===== src/rtl/int_ctrl.sv =====
// Interrupt controller: edge/level latching, masks, priority status for HWInt.
// Optional software FORCE register is enabled by defining INTC_FORCE_EN.
module int_ctrl #(
    parameter int NSRC     = 6,
    parameter bit PRIO_LOW = 1'b1
) (
    input  logic            clk,
    input  logic            reset,
    input  logic [29:0]     Addr,
    input  logic            SEL,
    input  logic            WE,
    input  logic [31:0]     Din,
    output logic [31:0]     Dout,
    input  logic [NSRC-1:0] irq_in,
    output logic [NSRC-1:0] HWInt
);

    logic            gen;
    logic [NSRC-1:0] mask;
    logic [NSRC-1:0] mode;
    logic [NSRC-1:0] pend;
    logic [NSRC-1:0] irq_q;
    logic [NSRC-1:0] pend_nxt;
    logic [NSRC-1:0] edge_det;
    logic [NSRC-1:0] set_vec;
    logic [NSRC-1:0] w1c;
    logic [NSRC-1:0] req;
    logic [2:0]      stat_idx;
    logic            stat_vld;
    logic            wr;
    logic [2:0]      off;
    logic            unused_ok;

    assign unused_ok = ^{Addr[29:3], Din[31:NSRC]};

    assign off      = Addr[2:0];
    assign wr       = SEL & WE;
    assign edge_det = irq_in & ~irq_q;
    assign w1c      = (wr && off == 3'd3) ? Din[NSRC-1:0] : '0;

`ifdef INTC_FORCE_EN
    logic [NSRC-1:0] force_set;
    assign force_set = (wr && off == 3'd5) ? Din[NSRC-1:0] : '0;
    assign set_vec   = edge_det | force_set;
`else
    assign set_vec   = edge_det;
`endif

    // Edge sources hold until W1C (set wins); level sources track irq_in.
    always_comb begin
        pend_nxt = '0;
        for (int i = 0; i < NSRC; i++) begin
            if (mode[i])
                pend_nxt[i] = set_vec[i] | (pend[i] & ~w1c[i]);
            else
                pend_nxt[i] = irq_in[i];
        end
    end

    always_ff @(posedge clk) begin
        if (reset) begin
            gen   <= 1'b0;
            mask  <= '0;
            mode  <= '0;
            pend  <= '0;
            irq_q <= '0;
        end else begin
            irq_q <= irq_in;
            pend  <= pend_nxt;
            if (wr && off == 3'd0) gen  <= Din[0];
            if (wr && off == 3'd1) mask <= Din[NSRC-1:0];
            if (wr && off == 3'd2) mode <= Din[NSRC-1:0];
        end
    end

    assign req   = pend & mask;
    assign HWInt = req & {NSRC{gen}};

    // Later loop iterations overwrite earlier ones, so the last index wins.
    always_comb begin
        stat_vld = 1'b0;
        stat_idx = '0;
        for (int i = 0; i < NSRC; i++) begin
            int j;
            j = PRIO_LOW ? (NSRC - 1 - i) : i;
            if (req[j]) begin
                stat_vld = 1'b1;
                stat_idx = 3'(j);
            end
        end
    end

    always_comb begin
        Dout = '0;
        if (SEL && !WE) begin
            case (off)
                3'd0:    Dout = {31'b0, gen};
                3'd1:    Dout = {{(32-NSRC){1'b0}}, mask};
                3'd2:    Dout = {{(32-NSRC){1'b0}}, mode};
                3'd3:    Dout = {{(32-NSRC){1'b0}}, pend};
                3'd4:    Dout = {stat_vld, 28'b0, stat_idx};
                default: Dout = '0;
            endcase
        end
    end

endmodule


===== config.mk =====
export PLATFORM = sky130hd
export DESIGN_NAME = int_ctrl
export DESIGN_NICKNAME = d
export VERILOG_FILES = /design/src/rtl/int_ctrl.sv
export SDC_FILE = /design/constraint.sdc
export NUM_CORES = 1
export LEC_CHECK = 0
export ABC_CLOCK_PERIOD_IN_PS = 1800
export CAP_MARGIN = 25
export CORE_MARGIN = 10
export CORE_UTILIZATION = 34
export CTS_CLUSTER_SIZE = 28
export DETAILED_ROUTE_END_ITERATION = 16
export GPL_TIMING_DRIVEN = 0
export PLACE_DENSITY = 0.85
export SLEW_MARGIN = 10
export SYNTH_ARGS = -nofsm -noshare
export SYNTH_HDL_FRONTEND = slang
export SYNTH_SLANG_ARGS = --single-unit

===== constraint.sdc =====
create_clock -name clk -period 1.8 [get_ports clk]
set_clock_uncertainty 0.1 [all_clocks]
set_input_delay 0.27 -clock clk [delete_from_list [all_inputs] [get_ports clk]]
set_output_delay 0.27 -clock clk [all_outputs]
set_load 0.02 [all_outputs]

==> impl_metrics.env <==
export IMPL_die_w_microns=84.9
export IMPL_hp_start="irq_q[3]"
export IMPL_synth_ff_type="dfxtp_1"
export IMPL_syn2layout_area_growth_pct=46.1
export IMPL_cp_required_ns=1.43
export IMPL_ys_ff_latch=25
export IMPL_drv_slew=0
export IMPL_post_dp_hpwl_microns=3090
export IMPL_syn_mean_instance_area_sq_um=8.53
export IMPL_hold_class="reg -> reg"
export IMPL_timing_fmax_mhz=520
export IMPL_crit_arrival_ns=1.55
export IMPL_outcome="complete, but fails checks"
export IMPL_pin_count=110
export IMPL_synth_edf_count=0
export IMPL_grt_pass1_vias=1380
export IMPL_grt_pass1_wl_microns=6960
export IMPL_r2r_start="mode[0]"
export IMPL_leakagePower_nw=0.956
export IMPL_firstDrtPassIters=4
export IMPL_hold_slack_ns=0.375
export IMPL_die_h_microns=84.9
export IMPL_finalCritPeriodShare=1.07
export IMPL_slew_headroom=0.566
export IMPL_crit_start="mask[1]"
export IMPL_coreArea_sq_mm=0.00403
export IMPL_vias_per_cell=5.10
export IMPL_gp_congestion=0.904
export IMPL_cts_tree="built"
export IMPL_initial_utilization=0.356
export IMPL_drive_above_1_share=0.370
export IMPL_layout_min_cycle_time_ns=1.92
export IMPL_synth_distinct_cells=32
export IMPL_seq_area_frac_synth=0.349
export IMPL_synth_async_sr_flop_share=0
export IMPL_dieArea_sq_mm=0.00721
export IMPL_cts_sinks=25
export IMPL_drt_wl_total_microns=4680
export IMPL_crit_slowest_cell="dfxtp_2"
export IMPL_ir_drop_uv=344
export IMPL_port_buffers=29
export IMPL_n_fill_cell=367
export IMPL_drt_iter0_drc=111
export IMPL_hold_viol=0
export IMPL_route_detailed_drc=0
export IMPL_rrSetupSlack_ns=0.80
export IMPL_seq_area_sq_um=527
export IMPL_cts_root_buf="clkbuf_8"
export IMPL_drv_cap=0
export IMPL_antenna_found_initial=0
export IMPL_rsz0062_at_grt="yes"
export IMPL_crit_top_cell="buf_4"
export IMPL_fin_area_sq_mm=0.00209
export IMPL_track_usage=0.116
export IMPL_crit_type="reg -> out"
export IMPL_startpoint_type="flip-flop"
export IMPL_cts_buffers=3
export IMPL_multiInputGateArea_sq_um=885
export IMPL_vias=1453
export IMPL_worstMarginPinSlew_ns=0.649
export IMPL_syn_area_sq_mm=0.00143
export IMPL_layout_nets=308
export IMPL_clk_latency_ns=0.28
export IMPL_hold_buffers=0
export IMPL_grt_remaining_overflow=0
export IMPL_setup_viol=3
export IMPL_htree_num_levels=1
export IMPL_cp_top_family="compound AO/OA/AOI/OAI gates"
export IMPL_row_count=23
export IMPL_max_stage_delay_ns=0.36
export IMPL_cellPowerDensity_mw_per_mm2=566
export IMPL_routedWlPerCell_microns=16.4
export IMPL_clock_path_buffers=2
export IMPL_ant_nets=0
export IMPL_endpoint_kind="primary output"
export IMPL_path_clk_slew_ns=0.09
export IMPL_path_cells="a22oi_2 > buf_4 > nand3b_1 > a211oi_2 > buf_4"
export IMPL_worstPathMaxFanout=5
export IMPL_n_antenna_cell=0
export IMPL_violations="negative setup slack"
export IMPL_grt_max_degree=16
export IMPL_synthCells=168
export IMPL_ys_warn_count=0
export IMPL_postPlaceCellArea_sq_mm=0.00188
export IMPL_path_buf_inv=2
export IMPL_fin_ws_ns=-0.122
[layer usage]
layer	part of all wire	wire length, microns	global-route usage	up-vias
met5	0	0	0	-
met4	0.031	147	0.0569	0
met3	0.11	497	0.0354	16
met2	0.49	2280	0.198	95
met1	0.38	1760	0.127	661
li1	-	-	-	681
[placed cells by master (no fill, tap or decap), types with 6 or more instances in the layout]
cell,Yosys,layout
conb_1,1,25
and3_1,6,6
a21oi_1,6,6
mux2i_1,7,7
buf_4,27,41
dfxtp_2,0,6
nor2b_1,6,6
o21ai_0,6,6
dlygate4sd2_1,0,8
nor2_1,14,12
nand2_1,24,22
a21o_1,6,6
clkdlybuf4s50_1,0,13
dfxtp_1,25,14
a211oi_1,8,6
[worst min-delay path, cell delays in order, from the launching register on]
cell and delay [ns]:
dfxtp_1 0.31, nand2_1 0.05, a21o_1 0.09
[where the power goes]
| group | internal (mW) | switching [mW] | total, mW |
|---|---|---|---|
| sequential | 0.567 | 0.0184 | 0.585 |
| clock | 0.157 | 0.193 | 0.351 |
| combinational | 0.115 | 0.134 | 0.249 |
[cells by family (layout without fill, tap and decap cells)]
logic type,after synthesis,count (layout),share of synthesized area
compound gates,37,37,0.177
buf+inv,33,76,0.158
flops,25,25,0.349
mux,13,13,0.104
other cells,1,25,0.00262
simple gates,59,59,0.209
[worst paths after layout]
path,end,cells after the start
hold reg to reg,pend[3],2
setup / recovery,Dout[1],5
hold / removal,pend[3],2
setup reg to reg,pend[0],3
[timing repair]
action                     4_1_cts  5_1_grt
resized for setup               72       17
setup endpoints to repair       29        6
pin swaps                        3        8
setup buffers                    4        6
[registers in the layout (all words and copies together) (netlist names)]
signal	count
pend	6
gen	1
irq_q	6
mode	6
mask	6
[area by class of cell]
type / count / area share
multi-input cells: 134 / 0.422
flip-flops and latches: 25 / 0.251
repair buffers: 39 / 0.161
plain buffers: 31 / 0.109
well taps: 50 / 0.0299
clock buffers: 3 / 0.0197
clock inverters: 1 / 0.00358
inverters: 2 / 0.00358
[cells in the mapped netlist, types with 2 or more instances]
master | n | share of area
a221oi_1 | 2 | 0.012
buf_4 | 27 | 0.14
nand2_1 | 24 | 0.063
nor2_1 | 14 | 0.037
clkbuf_1 | 3 | 0.0079
mux2_2 | 5 | 0.039
a211oi_1 | 8 | 0.042
o21ai_0 | 6 | 0.021
dfxtp_1 | 25 | 0.35
mux2i_1 | 7 | 0.049
and3_1 | 6 | 0.026
a21o_1 | 6 | 0.031
a21oi_1 | 6 | 0.021
a22oi_1 | 5 | 0.026
nand4_1 | 2 | 0.0087
nor2b_1 | 6 | 0.026
[through the flow]
| step | worst slack (ns) | cells | util | setup TNS (ns) | total power, mW |
|---|---|---|---|---|---|
| final | -0.122 | 285 | 0.520 | -0.227 | 1.19 |
| after global routing | -0.160 | 285 | 0.520 | -0.406 | 1.22 |
| after CTS | -0.0334 | 279 | 0.500 | -0.0334 | 1.17 |
| after detailed placement | -0.940 | 271 | 0.466 | -10.84 | 0.816 |
| after global placement | -0.938 | 271 | 0.466 | -10.07 | 0.811 |
| after floorplan | 0.0778 | 192 | - | 0 | 0.748 |
Power figures use the tool's default switching activity.
